===== config.mk =====
export PLATFORM = sky130hd
export DESIGN_NAME = io_responder
export DESIGN_NICKNAME = d
export VERILOG_FILES = /design/src/rtl/io_responder_pkg.sv /design/src/rtl/io_fifo.sv /design/src/rtl/io_responder.sv
export SDC_FILE = /design/constraint.sdc
export NUM_CORES = 1
export LEC_CHECK = 0
export CAP_MARGIN = 20
export CORE_MARGIN = 1.5
export CORE_UTILIZATION = 45
export DETAILED_ROUTE_END_ITERATION = 8
export HOLD_SLACK_MARGIN = 0.06
export PLACE_DENSITY_LB_ADDON = 0.3
export SLEW_MARGIN = 20
export SYNTH_ARGS = -nofsm -noshare
export SYNTH_HDL_FRONTEND = slang
export SYNTH_HIERARCHICAL = 1
export SYNTH_SLANG_ARGS = --single-unit

===== constraint.sdc =====
create_clock -name clk -period 3 [get_ports clk]
set_input_delay 0.3 -clock clk [delete_from_list [all_inputs] [get_ports clk]]
set_output_delay 0.3 -clock clk [all_outputs]
set_load 0.02 [all_outputs]

===== src/rtl/io_responder_pkg.sv =====
// Shared register map for the I/O responder.
// Offsets within the 4-byte window plus STATUS/CTRL bit positions.
package io_responder_pkg;

   localparam logic [1:0] IO_TXDATA = 2'd0;
   localparam logic [1:0] IO_STATUS = 2'd1;
   localparam logic [1:0] IO_RXDATA = 2'd2;
   localparam logic [1:0] IO_CTRL   = 2'd3;

   localparam int ST_TX_EMPTY = 0;
   localparam int ST_TX_FULL  = 1;
   localparam int ST_RX_AVAIL = 2;
   localparam int ST_TX_OVF   = 3;
   localparam int ST_RX_UNF   = 4;
   localparam int ST_CNT_LSB  = 5;

   localparam int CTRL_FLUSH = 0;
   localparam int CTRL_CLR   = 1;

endpackage


===== src/rtl/io_fifo.sv =====
// Synchronous power-of-two FIFO with flush.
// Storage is not reset; only pointers and count are.
module io_fifo #(
   parameter int DEPTH = 4,
   parameter int W     = 8,
   parameter int AW    = $clog2(DEPTH),
   parameter int CW    = AW + 1
) (
   input  logic          clk,
   input  logic          rst,
   input  logic          push,
   input  logic          pop,
   input  logic          flush,
   input  logic [W-1:0]  din,
   output logic [W-1:0]  dout,
   output logic          empty,
   output logic          full,
   output logic [CW-1:0] count
);

   logic [W-1:0]  mem [DEPTH];
   logic [AW-1:0] wr_ptr;
   logic [AW-1:0] rd_ptr;
   logic          do_push;
   logic          do_pop;

   assign empty   = (count == '0);
   assign full    = (count == CW'(DEPTH));
   assign dout    = mem[rd_ptr];
   assign do_pop  = pop & ~empty;
   assign do_push = push & (~full | do_pop);

   // Storage write; a full FIFO accepts only alongside a pop.
   always_ff @(posedge clk) begin
      if (do_push && !flush)
         mem[wr_ptr] <= din;
   end

   // Pointer and occupancy tracking; flush overrides everything.
   always_ff @(posedge clk or posedge rst) begin
      if (rst) begin
         wr_ptr <= '0;
         rd_ptr <= '0;
         count  <= '0;
      end else if (flush) begin
         wr_ptr <= '0;
         rd_ptr <= '0;
         count  <= '0;
      end else begin
         if (do_push) wr_ptr <= wr_ptr + 1'b1;
         if (do_pop)  rd_ptr <= rd_ptr + 1'b1;
         unique case ({do_push, do_pop})
            2'b10:   count <= count + 1'b1;
            2'b01:   count <= count - 1'b1;
            default: count <= count;
         endcase
      end
   end

endmodule


===== src/rtl/io_responder.sv =====
// Memory-mapped I/O responder: TX FIFO, RX holding register,
// sticky error flags and a RAM-matched one-cycle read return.
module io_responder
   import io_responder_pkg::*;
#(
   parameter logic [7:0] BASE_ADDR = 8'hF0,
   parameter int         TX_DEPTH  = 4
) (
   input  logic       clk,
   input  logic       rst,
   input  logic [7:0] addr,
   input  logic [7:0] wdata,
   input  logic       rden,
   input  logic       wren,
   output logic [7:0] rdata,
   output logic       rhit,
   output logic [7:0] tx_data,
   output logic       tx_valid,
   input  logic       tx_ready,
   input  logic [7:0] rx_data,
   input  logic       rx_valid,
   output logic       rx_ready
);

   localparam int CW = $clog2(TX_DEPTH) + 1;

   logic          hit;
   logic [1:0]    off;
   logic          wr;
   logic          rd;
   logic          push;
   logic          pop;
   logic          flush;
   logic          clr;
   logic          empty;
   logic          full;
   logic [CW-1:0] count;
   logic [7:0]    cnt8;
   logic [2:0]    cnt_sat;
   logic [7:0]    status;
   logic [7:0]    rd_mux;
   logic [7:0]    rx_hold;
   logic          rx_avail;
   logic          tx_ovf;
   logic          rx_unf;

   assign hit   = (addr[7:2] == BASE_ADDR[7:2]);
   assign off   = addr[1:0];
   assign wr    = wren & hit;
   assign rd    = rden & ~wren & hit;
   assign push  = wr & (off == IO_TXDATA);
   assign pop   = tx_valid & tx_ready;
   assign flush = wr & (off == IO_CTRL) & wdata[CTRL_FLUSH];
   assign clr   = wr & (off == IO_CTRL) & wdata[CTRL_CLR];

   assign tx_valid = ~empty;
   assign rx_ready = ~rx_avail;

   io_fifo #(.DEPTH(TX_DEPTH), .W(8)) u_tx_fifo (
      .clk   (clk),
      .rst   (rst),
      .push  (push),
      .pop   (pop),
      .flush (flush),
      .din   (wdata),
      .dout  (tx_data),
      .empty (empty),
      .full  (full),
      .count (count)
   );

   assign cnt8    = 8'(count);
   assign cnt_sat = (cnt8 > 8'd7) ? 3'd7 : cnt8[2:0];

   // STATUS image assembled from live state.
   always_comb begin
      status                 = '0;
      status[ST_TX_EMPTY]    = empty;
      status[ST_TX_FULL]     = full;
      status[ST_RX_AVAIL]    = rx_avail;
      status[ST_TX_OVF]      = tx_ovf;
      status[ST_RX_UNF]      = rx_unf;
      status[ST_CNT_LSB+:3]  = cnt_sat;
   end

   // Read data select by offset; write-only/control reads return zero.
   always_comb begin
      rd_mux = '0;
      unique case (off)
         IO_STATUS: rd_mux = status;
         IO_RXDATA: rd_mux = rx_avail ? rx_hold : 8'h00;
         default:   rd_mux = 8'h00;
      endcase
   end

   // Read return: one-cycle pulse after an accepted read.
   always_ff @(posedge clk or posedge rst) begin
      if (rst) begin
         rdata <= '0;
         rhit  <= 1'b0;
      end else begin
         rhit  <= rd;
         rdata <= rd ? rd_mux : 8'h00;
      end
   end

   // RX holding register; CPU pop and producer load are exclusive.
   always_ff @(posedge clk or posedge rst) begin
      if (rst) begin
         rx_avail <= 1'b0;
         rx_hold  <= '0;
      end else if (rd && off == IO_RXDATA && rx_avail) begin
         rx_avail <= 1'b0;
      end else if (rx_valid && !rx_avail) begin
         rx_avail <= 1'b1;
         rx_hold  <= rx_data;
      end
   end

   // Sticky error flags, cleared through CTRL.
   always_ff @(posedge clk or posedge rst) begin
      if (rst) begin
         tx_ovf <= 1'b0;
         rx_unf <= 1'b0;
      end else begin
         if (clr) begin
            tx_ovf <= 1'b0;
            rx_unf <= 1'b0;
         end
         if (push && full && !pop)
            tx_ovf <= 1'b1;
         if (rd && off == IO_RXDATA && !rx_avail)
            rx_unf <= 1'b1;
      end
   end

endmodule


### Word level (Yosys, flattened, before mapping)

Memory sizes are Yosys's and may differ from the RTL's.
Cells that the tools add are included.

* $add $sub $neg: 4
* reductions and logical operators: 19
* bitwise gates (word level): 16
* eq/ne operators: 7
* multiplexer cells: 17
* $lt $le $gt $ge: 1

Operators by type and width (number)
* $mux W8: 2
* $pmux W8 S2: 1
* $and A1 B1 Y1: 10
* $reduce_bool A2 Y1: 5
* $mux W2: 4
* $logic_and A1 B1 Y1: 7
* $mux W1: 7
* $eq A2 B2 Y1 const B: 3
* $eq A6 B6 Y1 const B: 1
* $mux W3: 2
* $pmux W3 S2: 1
* $not A1 Y1: 5
* $add A2 B1 Y2 const B: 2
* $eq A2 B1 Y1 const B: 2
* $add A3 B1 Y3 const B: 1
* $eq A3 B3 Y1 const B: 1
* $gt A3 B3 Y1 const B: 1
* $logic_not A1 Y1: 3
* $logic_not A3 Y1: 1
* $reduce_bool A3 Y1: 1
* $sub A3 B1 Y3 const B: 1
* $logic_not A2 Y1: 1
* $reduce_and A2 Y1: 1
* $or A1 B1 Y1: 1

* memory bits (writable): 32
* memories: 1
* output and inout port bits: 19
* bits in registers: 27

Memory list
* u_tx_fifo.mem: words 4, width 8, read ports 1, clocked after memory_dff 0, write ports 1, line io_fifo.sv:21 `logic [W-1:0] mem [DEPTH];`

### Depth between registers and ports, before layout

* depth in word-level cells: 9
* mapped depth: 11
* mapped depth without buffers: 9

### By module

The synthesis kept the hierarchy.

By module, submodules not included
* io_fifo: times used 1, cells each 104, area an instance 1701.6 um^2
* io_responder: times used 1, cells each 75, area an instance 914.6 um^2

### Worst setup path after synthesis

No wires, ideal clock.

* path type: register to register
* from: register u_tx_fifo.count[0]
* to: register u_tx_fifo.count[2]
* path buffers: 2
* required time: 2.918 ns
* arrival: 2.455 ns
* slack: 0.463 ns
* stages on the path, launching flop included: 11
* setup time: 0.082 ns
* clock period less this slack: 2.537 ns
* cells stage by stage: dfrtp_1 buf_2 or3_1 inv_1 nor2b_1 buf_2 nand2b_1 nor2_1 fa_1 or4_1 a31oi_1

* cells in the longest elaborated chain, start to end: 9

Ends and longest elaborated chain
* from (decl): line io_fifo.sv:18 `output logic [CW-1:0] count`
* from (signal assigned): line io_fifo.sv:53 `2'b10: count <= count + 1'b1;`
* from (signal assigned): line io_fifo.sv:54 `2'b01: count <= count - 1'b1;`
* from (signal assigned): line io_fifo.sv:55 `default: count <= count;`
* $logic_not A3 Y1 (*): line io_fifo.sv:27 `assign empty = (count == '0);`
* named net empty: line io_responder.sv:35 `logic empty;`
* $not A1 Y1 (*): line io_responder.sv:56 `assign tx_valid = ~empty;`
* $and A1 B1 Y1 (*): line io_responder.sv:52 `assign pop = tx_valid & tx_ready;`
* named net pop: line io_responder.sv:32 `logic pop;`
* $and A1 B1 Y1 (*): line io_fifo.sv:30 `assign do_pop = pop & ~empty;`
* $or A1 B1 Y1: line io_fifo.sv:31 `assign do_push = push & (~full | do_pop);`
* $and A1 B1 Y1: line io_fifo.sv:31
* $eq A2 B1 Y1 or $eq A2 B2 Y1 (tied branches): line io_fifo.sv:52 `unique case ({do_push, do_pop})`
* $pmux W3 S2: line io_fifo.sv:52
* $mux W3: line io_fifo.sv:45 `end else if (flush) begin`

Mark *: on every way through the listed nets, which the timed path passes. The rest lies on a longest branch.
A chain may end at the register's enable or synchronous reset.

### Worst setup path in the final report

* from: register u_tx_fifo.count[2]
* to: register u_tx_fifo.count[2]

The elaborated chain is that of the path after synthesis.

==> flow_metrics.tcl <==
set metrics [dict create \
    num_rows 27 \
    fill_cells 450 \
    area_delta_synth_final_pct 27.21 \
    cts_tree "built" \
    fin_util 0.5971 \
    drt_wl_total_um 4720 \
    via_per_inst 5.132 \
    period_share 0.8315 \
    initialDrtViolationCount 87 \
    die_h_um 79.25 \
    grt.total_usage 0.1735 \
    numCtsBuffers 9 \
    post-dp-hpwl_um 3384 \
    timing.critical_path.to_type "register" \
    maxCapViolCount 0 \
    synth_cells 179 \
    gp_congestion 0.7780 \
    finalMaxSlewViolations 0 \
    cts.sinks 59 \
    clk_pin_slew_ns 0.06 \
    io_pins 49 \
    layoutNonFillerInstCount 310 \
    netlist_area_mm2 0.002616 \
    ant_nets 0 \
    htreeDepth 3 \
    cellPowerDensity_mw_per_mm2 682.5 \
    grt_max_degree 21 \
    synth_nets 218 \
    setup_viol 0 \
    clock.fmax_mhz 400.9 \
    clk_latency_ns 0.33 \
    timing_worst_setup_path_type "reg2reg" \
    synth_cell_types 44 \
    yosysWarningCount 6 \
    core-area_mm2 0.005574 \
    ys_seq_area_frac 0.6255 \
    cts_buffer_depth 2 \
    min_path_type "in2async" \
    port_buffers 48 \
    grt_pass1_wl_um 7983 \
    dieArea_mm2 0.006281 \
    layout-drive-gt1-share 0.1597 \
    hold_buffers 0 \
    yosys_most_used_dff "edfxtp_1" \
    rsz0062_at_grt "false" \
    ys_async_sr_fraction 0.4576 \
    detail_route.wl_per_cell_um 15.23 \
    via_count 1591 \
    relSlewSlack 0.4558 \
    peakVddDrop_mv 0.3105 \
    total_leakage_power_nw 1.294 \
    dr.pass1.iters 4 \
    worst_pin_slew_ns 0.8146 \
    clock_skew_ns 0.005491 \
    cts_setup_buffers 0 \
    crit_fanout 5 \
    diodes 0 \
    post_cts.resized_instances 0 \
    dp_cells 294 \
    hold_viol_final 0 \
    status "complete, no violations" \
    grt_pass1_vias 1628 \
    synth_edf_count 32 \
    drc_errors 0 \
    layout.nets 272 \
    synth-seq-cells 59 \
    final.min_clock_period_ns 2.495 \
    cts_root_buf "clkbuf_8" \
    grt_overflow 0 \
    antenna_found_initial 0 \
    cp.required_ns 3.25 \
    start_util 0.4694 \
    syn_avg_cell_area_um2 14.62 \
    worstPathArrival_ns 2.75 \
    fin_tns_setup_ns 0 \
    cp-start-kind "register" \
    dieWidth_um 79.25 \
]
## report_power, final
part	internal, mW	total (mW)	switching (mW)
Sequential	0.940	1.04	0.0981
Combinational	0.358	0.659	0.301
Clock	0.292	0.575	0.283
## metrics by stage
step	instance area (um^2)	power, mW	hold slack (ns)	setup slack [ns]
final	3328	2.272	0.2327	0.5055
after global routing	3328	2.413	0.2534	0.3579
after CTS	3328	2.300	0.2253	0.4529
after detailed placement	3176	1.718	0.4844	0.3719
after global placement	3176	1.706	0.4751	0.4068
after floorplan	2616	1.469	0.1034	0.4633
## registers in the layout (all words and copies together), names as in the netlist
signal,cells
rx_hold,8
u_tx_fifo/mem,32
u_tx_fifo/wr_ptr,2
rdata,8
rx_unf,1
u_tx_fifo/rd_ptr,2
u_tx_fifo/count,3
rhit,1
tx_ovf,1
rx_avail,1
## layer usage
| layer | global-route usage | share of wire | up-vias |
|---|---|---|---|
| met2 | 0.2573 | 0.48 | 39 |
| met4 | 0.07368 | 0.010 | 0 |
| met5 | 0 | 0 | - |
| met3 | 0.04828 | 0.046 | 7 |
| li1 | - | - | 759 |
| met1 | 0.2399 | 0.46 | 786 |
## cells in the mapped netlist (all sizes together), types with 3 or more instances
cell type | number | share of area
inv | 11 | 0.016
nor2b | 3 | 0.0072
a22oi | 7 | 0.020
edfxtp | 32 | 0.37
nor2 | 18 | 0.027
ha | 8 | 0.038
xor2 | 3 | 0.010
nor3 | 3 | 0.0077
mux4 | 8 | 0.069
nand2 | 5 | 0.0081
mux2 | 8 | 0.034
a21oi | 3 | 0.0057
and2 | 5 | 0.012
buf | 9 | 0.017
dfrtp | 27 | 0.26
nand3 | 3 | 0.0057
## critical path: stages (launching register included)
cell	delay [ns]
dfrtp_1	0.38
or3_1	0.42
inv_1	0.16
nor2b_1	0.15
nand2b_1	0.16
nor2_1	0.07
fa_1	0.40
or4_1	0.52
a31oi_1	0.17
## logic make-up (layout without fill, tap and decap cells)
kind of cell,Yosys count,in the layout,synth area share
AOI/OAI and AO/OA,21,21,0.06456
buffers and inverters,21,80,0.03443
xor gates and xnor gates,5,5,0.01674
adders and majority gates,9,9,0.04591
DFF,59,59,0.6255
and+or+nand+nor,46,46,0.1019
muxes,18,18,0.1109
## layout make-up
| type | count | area, um^2 | share of cell area |
|---|---|---|---|
| flip-flops and latches | 59 | 1637 | 0.4917 |
| multi-input cells | 99 | 889.6 | 0.2673 |
| repair buffers | 53 | 518.0 | 0.1556 |
| clock buffers | 12 | 135.1 | 0.04060 |
| well taps | 72 | 90.09 | 0.02707 |
| inverters | 11 | 41.29 | 0.01241 |
| clock inverters | 4 | 17.52 | 0.005263 |
## worst paths after layout
kind                                         start                  end  slack (ns)  cells past startpoint
max in group asynchronous                      rst           rx_hold[4]        2.10                      2
worst max register to register  u_tx_fifo/count[2]   u_tx_fifo/count[2]        0.51                      8
min in group clk                        rx_hold[5]           rx_hold[5]        0.49                      1
worst max-delay path            u_tx_fifo/count[2]   u_tx_fifo/count[2]        0.51                      8
worst min register to register          rx_hold[5]           rx_hold[5]        0.49                      1
worst min-delay path                           rst  u_tx_fifo/wr_ptr[0]        0.23                      2
## layout by cell type (no fill, tap or decap), drive strengths merged
| cell type | instances |
|---|---|
| nor4b | 1 |
| a21o | 1 |
| a22o | 1 |
| and2 | 5 |
| and4bb | 1 |
| fa | 1 |
| or3 | 1 |
| nand3 | 3 |
| nand2 | 5 |
| clkdlybuf4s50 | 48 |
| o221ai | 1 |
| ha | 8 |
| clkinv | 4 |
| and3 | 2 |
| inv | 11 |
| o21ai | 1 |
| xnor2 | 2 |
| o41ai | 1 |
| nor3 | 3 |
| a31oi | 2 |
| nor2b | 3 |
| nand2b | 1 |
| mux2i | 2 |
| clkbuf | 12 |
| xor2 | 3 |
| and4 | 2 |
| buf | 5 |
| a211oi | 1 |
| mux2 | 8 |
| o2bb2ai | 1 |
| a22oi | 7 |
| mux4 | 8 |
| or4 | 1 |
| a21oi | 3 |
| dfrtp | 27 |
| nor2 | 18 |
| o21bai | 2 |
| edfxtp | 32 |
(Power assumes the default switching activity.)
==> RTL change 1, RTL diff (same flow settings) <==
Reset style: synchronous (`rst`), changed in 4 clocked blocks.
--- a/src/rtl/io_fifo.sv
+++ b/src/rtl/io_fifo.sv
@@ -39,3 +39,3 @@
    // Pointer and occupancy tracking; flush overrides everything.
-   always_ff @(posedge clk or posedge rst) begin
+   always_ff @(posedge clk) begin
       if (rst) begin
--- a/src/rtl/io_responder.sv
+++ b/src/rtl/io_responder.sv
@@ -96,3 +96,3 @@
    // Read return: one-cycle pulse after an accepted read.
-   always_ff @(posedge clk or posedge rst) begin
+   always_ff @(posedge clk) begin
       if (rst) begin
@@ -107,3 +107,3 @@
    // RX holding register; CPU pop and producer load are exclusive.
-   always_ff @(posedge clk or posedge rst) begin
+   always_ff @(posedge clk) begin
       if (rst) begin
@@ -120,3 +120,3 @@
    // Sticky error flags, cleared through CTRL.
-   always_ff @(posedge clk or posedge rst) begin
+   always_ff @(posedge clk) begin
       if (rst) begin
Function: differs if rst is asserted again (counterexample within 4 cycles, from zero or initial values and one cycle with rst high); with rst held inactive, the same outputs for 10 cycles.
==> RTL change 1 against the unedited design <==
Sequential cell count up 2. Critical endpoint is now tx_data[1]. Setup slack better by 73 ps. Register-to-register slack better by 90 ps. Fmax up 3.0%. Design area up 0.23%. Area after synthesis about the same. Routed wire length up 1.9%.
Power is not compared: it rests on default switching activity, and its combinational part moved more than twofold at a synthesized area within 25%.
==> RTL change 1: results (changes against the unedited design) <==
stage	metric	value	unit	change
route	drt-total-wl	4810	microns	was 4720 microns
placed_design	finalWeightedCongestion	0.777		was 0.778
grt	grt_pass1_wl	7980	microns	about the same
logic_synthesis	synth_edf_count	32		unchanged
route	dr.pass1.iters	4		unchanged
hold_path	hold_class	reg2reg		was in2async
cells_and_area	diodes	0		unchanged
grt	use_met2	0.291		was 0.257
grt	use_met1	0.203		was 0.240
grt	antenna_found_initial	0		unchanged
logic_synthesis	synth.yosys.warnings	6		unchanged
worst_setup_path	rr_worst_depth	8		unchanged
logic_synthesis	netlist-cell-type-count	47		was 44
timing	fin_skew	5.88	ps	was 5.49 ps
outcome	status	completed		unchanged
clock_tree	cts_setup_buffers	0		unchanged
clock_tree	clk_path_buf_depth	2		unchanged
grt	first_global_vias	1720		was 1,628
clock_tree	clkTransAtPathRegs	60	ps	about the same
timing	slew_headroom	0.642		was 0.456
logic_synthesis	synth_commonest_cells	edfxtp_1 (32), dfxtp_1 (29), nor2_1 (20)		was edfxtp_1 (32), dfrtp_1 (27), nor2_1 (17)
grt	grtUsageTotal	0.173		about the same
grt	use_met3	0.0563		was 0.0483
cells_and_area	fin_nets	285		was 272
clock_tree	cts_resized	0		unchanged
grt	grt_max_degree	12		was 21
worst_setup_path	cp_max_fo	8		was 5
logic_synthesis	ys.flop_type	edfxtp_1		unchanged
power	peakVddDrop	385	uV	
power	p_leak	0.00116	uW	
cells_and_area	layout-drive-gt1-share	0.135		was 0.160
clock_tree	cts_max_level	3		unchanged
clock_tree	cts_buffers	9		unchanged
route	drtIter0Drc	71		was 87
cells_and_area	top_regs	u_tx_fifo/mem: 32 flops, rdata: 8 flops, rx_hold: 8 flops		unchanged
placed_design	dp_hpwl	3520	microns	was 3380 microns
logic_synthesis	seq_area_frac_synth	0.589		was 0.626
logic_synthesis	syn_nets	234		was 218
cells_and_area	nFillCells	446		was 450
placed_design	io_buffers	48		unchanged
clock_tree	root_buffer	clkbuf_8		unchanged
logic_synthesis	postSynth.asyncResetShare	0		was 0.458
route	vias_per_cell	5.17		was 5.13
worst_setup_path	cp_data_arrival_time	2120	ps	was 2750 ps
logic_synthesis	synthTopCellsByArea	edfxtp_1 (37%), dfxtp_1 (22%), mux4_2 (6.9%)		was edfxtp_1 (37%), dfrtp_1 (26%), mux4_2 (6.9%)
hold_path	hold_path_depth	1		
RTL change 1: changes by cell type after synthesis, moves of 3 or more:
cell	delta
mux2i_1	+6
dfrtp_1	-27
buf_2	-4
nor2_1	+3
mux2_2	-6
o211ai_1	+3
dfxtp_1	+29
RTL change 1: per-layer routing:
layer  vias up  wire, microns
li1        814              -
met1       797           2020
met4         0             74
met3         9            213
met2        49           2500
met5         -              0
RTL change 1: critical path: stages, from the launching register on:
cell and delay (ps):
dfxtp_1 660, mux4_2 580, clkdlybuf4s50_1 550
RTL change 1: cell type report:
type	count	share of cell area
inverters	12	0.0135
flip-flops and latches	61	0.462
clock buffers	12	0.0435
multi-input cells	110	0.287
repair buffers	52	0.153
clock inverters	4	0.0143
well taps	72	0.0270
RTL change 1: cell families (layout without fill, tap and decap cells):
kind of cell,count (synthesis),after routing,share of synthesized area
flip-flops,61,61,0.589
AND/OR/NAND/NOR,54,54,0.129
buffers and inverters,24,80,0.0459
XOR/XNOR,4,4,0.0134
multiplexers,16,16,0.0994
adder cells (fa/ha/maj),9,9,0.0459
AO/OA/AOI/OAI,27,27,0.0779
RTL change 1: through the flow:
stage / utilization / setup slack, ps / hold WS, ps / std cells / area (sq um)
after global placement: 0.564 / 401 / 463 / 307 / 3140
after floorplan: - / 635 / 399 / 195 / 2620
after CTS: 0.598 / 489 / 484 / 323 / 3340
after global routing: 0.598 / 383 / 521 / 323 / 3340
final: 0.598 / 578 / 479 / 323 / 3340
after detailed placement: 0.564 / 338 / 466 / 307 / 3140
RTL change 1: path summary, 6_finish.rpt:
kind / from / end / slack [ps]
setup / recovery: flop / tx_data[1] / 580
hold / removal: tx_ovf / tx_ovf / 480
hold reg to reg: tx_ovf / tx_ovf / 480
setup reg to reg: u_tx_fifo/count[2] / u_tx_fifo/count[1] / 600
RTL change 1: where the power goes:
group          switching (uW)  internal (uW)  leakage [uW]
Combinational            36.1           52.5      0.000545
Clock                     297            404     0.0000964
Sequential               4.12            884      0.000523
Total                     338           1340       0.00116
==> RTL change 2, RTL diff (same settings) <==
Made on the original files. `rdata` no longer has a reset.
--- a/src/rtl/io_responder.sv
+++ b/src/rtl/io_responder.sv
@@ -98,3 +98,2 @@
       if (rst) begin
-         rdata <= '0;
          rhit  <= 1'b0;
@@ -102,4 +101,7 @@
          rhit  <= rd;
-         rdata <= rd ? rd_mux : 8'h00;
       end
+   end
+
+   always_ff @(posedge clk) begin
+      rdata <= rd ? rd_mux : 8'h00;
    end
Formal check against the unedited RTL: not equivalent (Yosys sat finds a counterexample within 4 cycles, from zero or initial values and one cycle with rst high).
==> RTL change 2 against the unedited design <==
Routed wire length is 3.2% lower. Sequential cell count stayed put. Area after synthesis is 1.5% lower. Setup slack worse by 41 ps. Worst hold slack worse by 8.4 ps. Power is 7.5% higher. Count of clock-buffer cells in the layout is 3 lower. Design area is 0.19% higher. Critical path type unchanged. Synthesized cell count is 1.1% lower. Utilization is 0.85 points higher. Fmax is 1.6% lower.
==> RTL change 2: results (changes against the unedited design) <==
stage	metric	value	unit	change
route	dr_wl_met2	2310	microns	was 2290 microns
placed_design	dp_hpwl	3270	microns	was 3380 microns
placed_design	dpl_cell_area	0.00313	sq mm	was 0.00318 sq mm
logic_synthesis	netlist-cell-type-count	45		was 44
hold_path	hold_class	in2async		unchanged
cells_and_area	fin_nets	269		was 272
placed_design	finalWeightedCongestion	0.831		was 0.778
worst_setup_path	r2r_slack	460	ps	was 510 ps
route	m1WireLength	1960	microns	was 2170 microns
grt	grt_pass1_wl	7650	microns	was 7980 microns
worst_setup_path	critPathSlowestCell	or4_1		unchanged
worst_setup_path	cp_max_fo	9		was 5
logic_synthesis	seq_area_frac_synth	0.619		was 0.626
route	drt-total-wl	4570	microns	was 4720 microns
power	peakVddDrop	369	uV	was 310 uV
logic_synthesis	syn_nets	216		was 218
grt	grt_max_degree	13		was 21
timing	slew_headroom	0.499		was 0.456
outcome	status	completed		unchanged
cells_and_area	layout-drive-gt1-share	0.188		was 0.160
logic_synthesis	postSynth.asyncResetShare	0.322		was 0.458
worst_setup_path	cp_data_arrival_time	2800	ps	was 2750 ps
logic_synthesis	synthTopCellsByArea	edfxtp_1 (37%), dfrtp_1 (18%), mux4_2 (7.0%)		was edfxtp_1 (37%), dfrtp_1 (26%), mux4_2 (6.9%)
power	p_leak	0.00125	uW	was 0.00129 uW
route	drtIter0Drc	118		was 87
grt	grtUsageTotal	0.170		was 0.173
grt	first_global_vias	1663		was 1,628
-- RTL change 2: area by class of cell --
cell class | count | area [sq um] | share of cell area
inverter | 10 | 37.5 | 0.0113
sequential | 59 | 1600 | 0.479
clock buffer | 9 | 124 | 0.0371
clock inverter | 6 | 81.3 | 0.0244
timing repair buffer | 52 | 510 | 0.153
multi-input combinational | 98 | 895 | 0.268
tap | 72 | 90.1 | 0.0270
-- RTL change 2: kinds of logic after synthesis --
kind of cell    synth area share
xor+xnor                  0.0170
fa+ha+maj                 0.0466
buf+inv                   0.0335
mux                        0.113
compound gates            0.0655
simple gates               0.105
flops                      0.619
-- RTL change 2: worst max-delay path by stage --
stage,from,end,cells past startpoint
2_1_floorplan,u_tx_fifo/count[0],u_tx_fifo/count[2],10
5_1_grt,u_tx_fifo/count[2],u_tx_fifo/count[2],8
3_5_place_dp,addr[0],u_tx_fifo/count[2],10
4_1_cts,u_tx_fifo/count[2],u_tx_fifo/count[2],8
6_report,u_tx_fifo/count[2],u_tx_fifo/count[2],8
3_3_place_gp,addr[0],u_tx_fifo/count[2],10
-- RTL change 2: layer usage --
layer,vias to the layer above,track usage
met4,0,0.0857
met2,42,0.278
met5,-,0
met1,749,0.191
li1,756,-
met3,8,0.0686
-- RTL change 2: through the flow --
stage | utilization | power (uW) | hold WS (ps) | cells | setup slack [ps]
after floorplan | - | 1470 | 103 | 177 | 463
after global placement | 0.568 | 1700 | 481 | 291 | 350
after detailed placement | 0.568 | 1710 | 484 | 291 | 267
after CTS | 0.606 | 2470 | 223 | 306 | 472
after global routing | 0.606 | 2570 | 262 | 306 | 298
final | 0.606 | 2440 | 224 | 306 | 464
-- RTL change 2: power breakdown --
part	leakage (uW)	total [uW]	internal, uW	switching, uW
clock network	0.000103	758	456	301
registers	0.000586	1050	938	108
logic	0.000560	638	356	282
total	0.00125	2440	1750	691
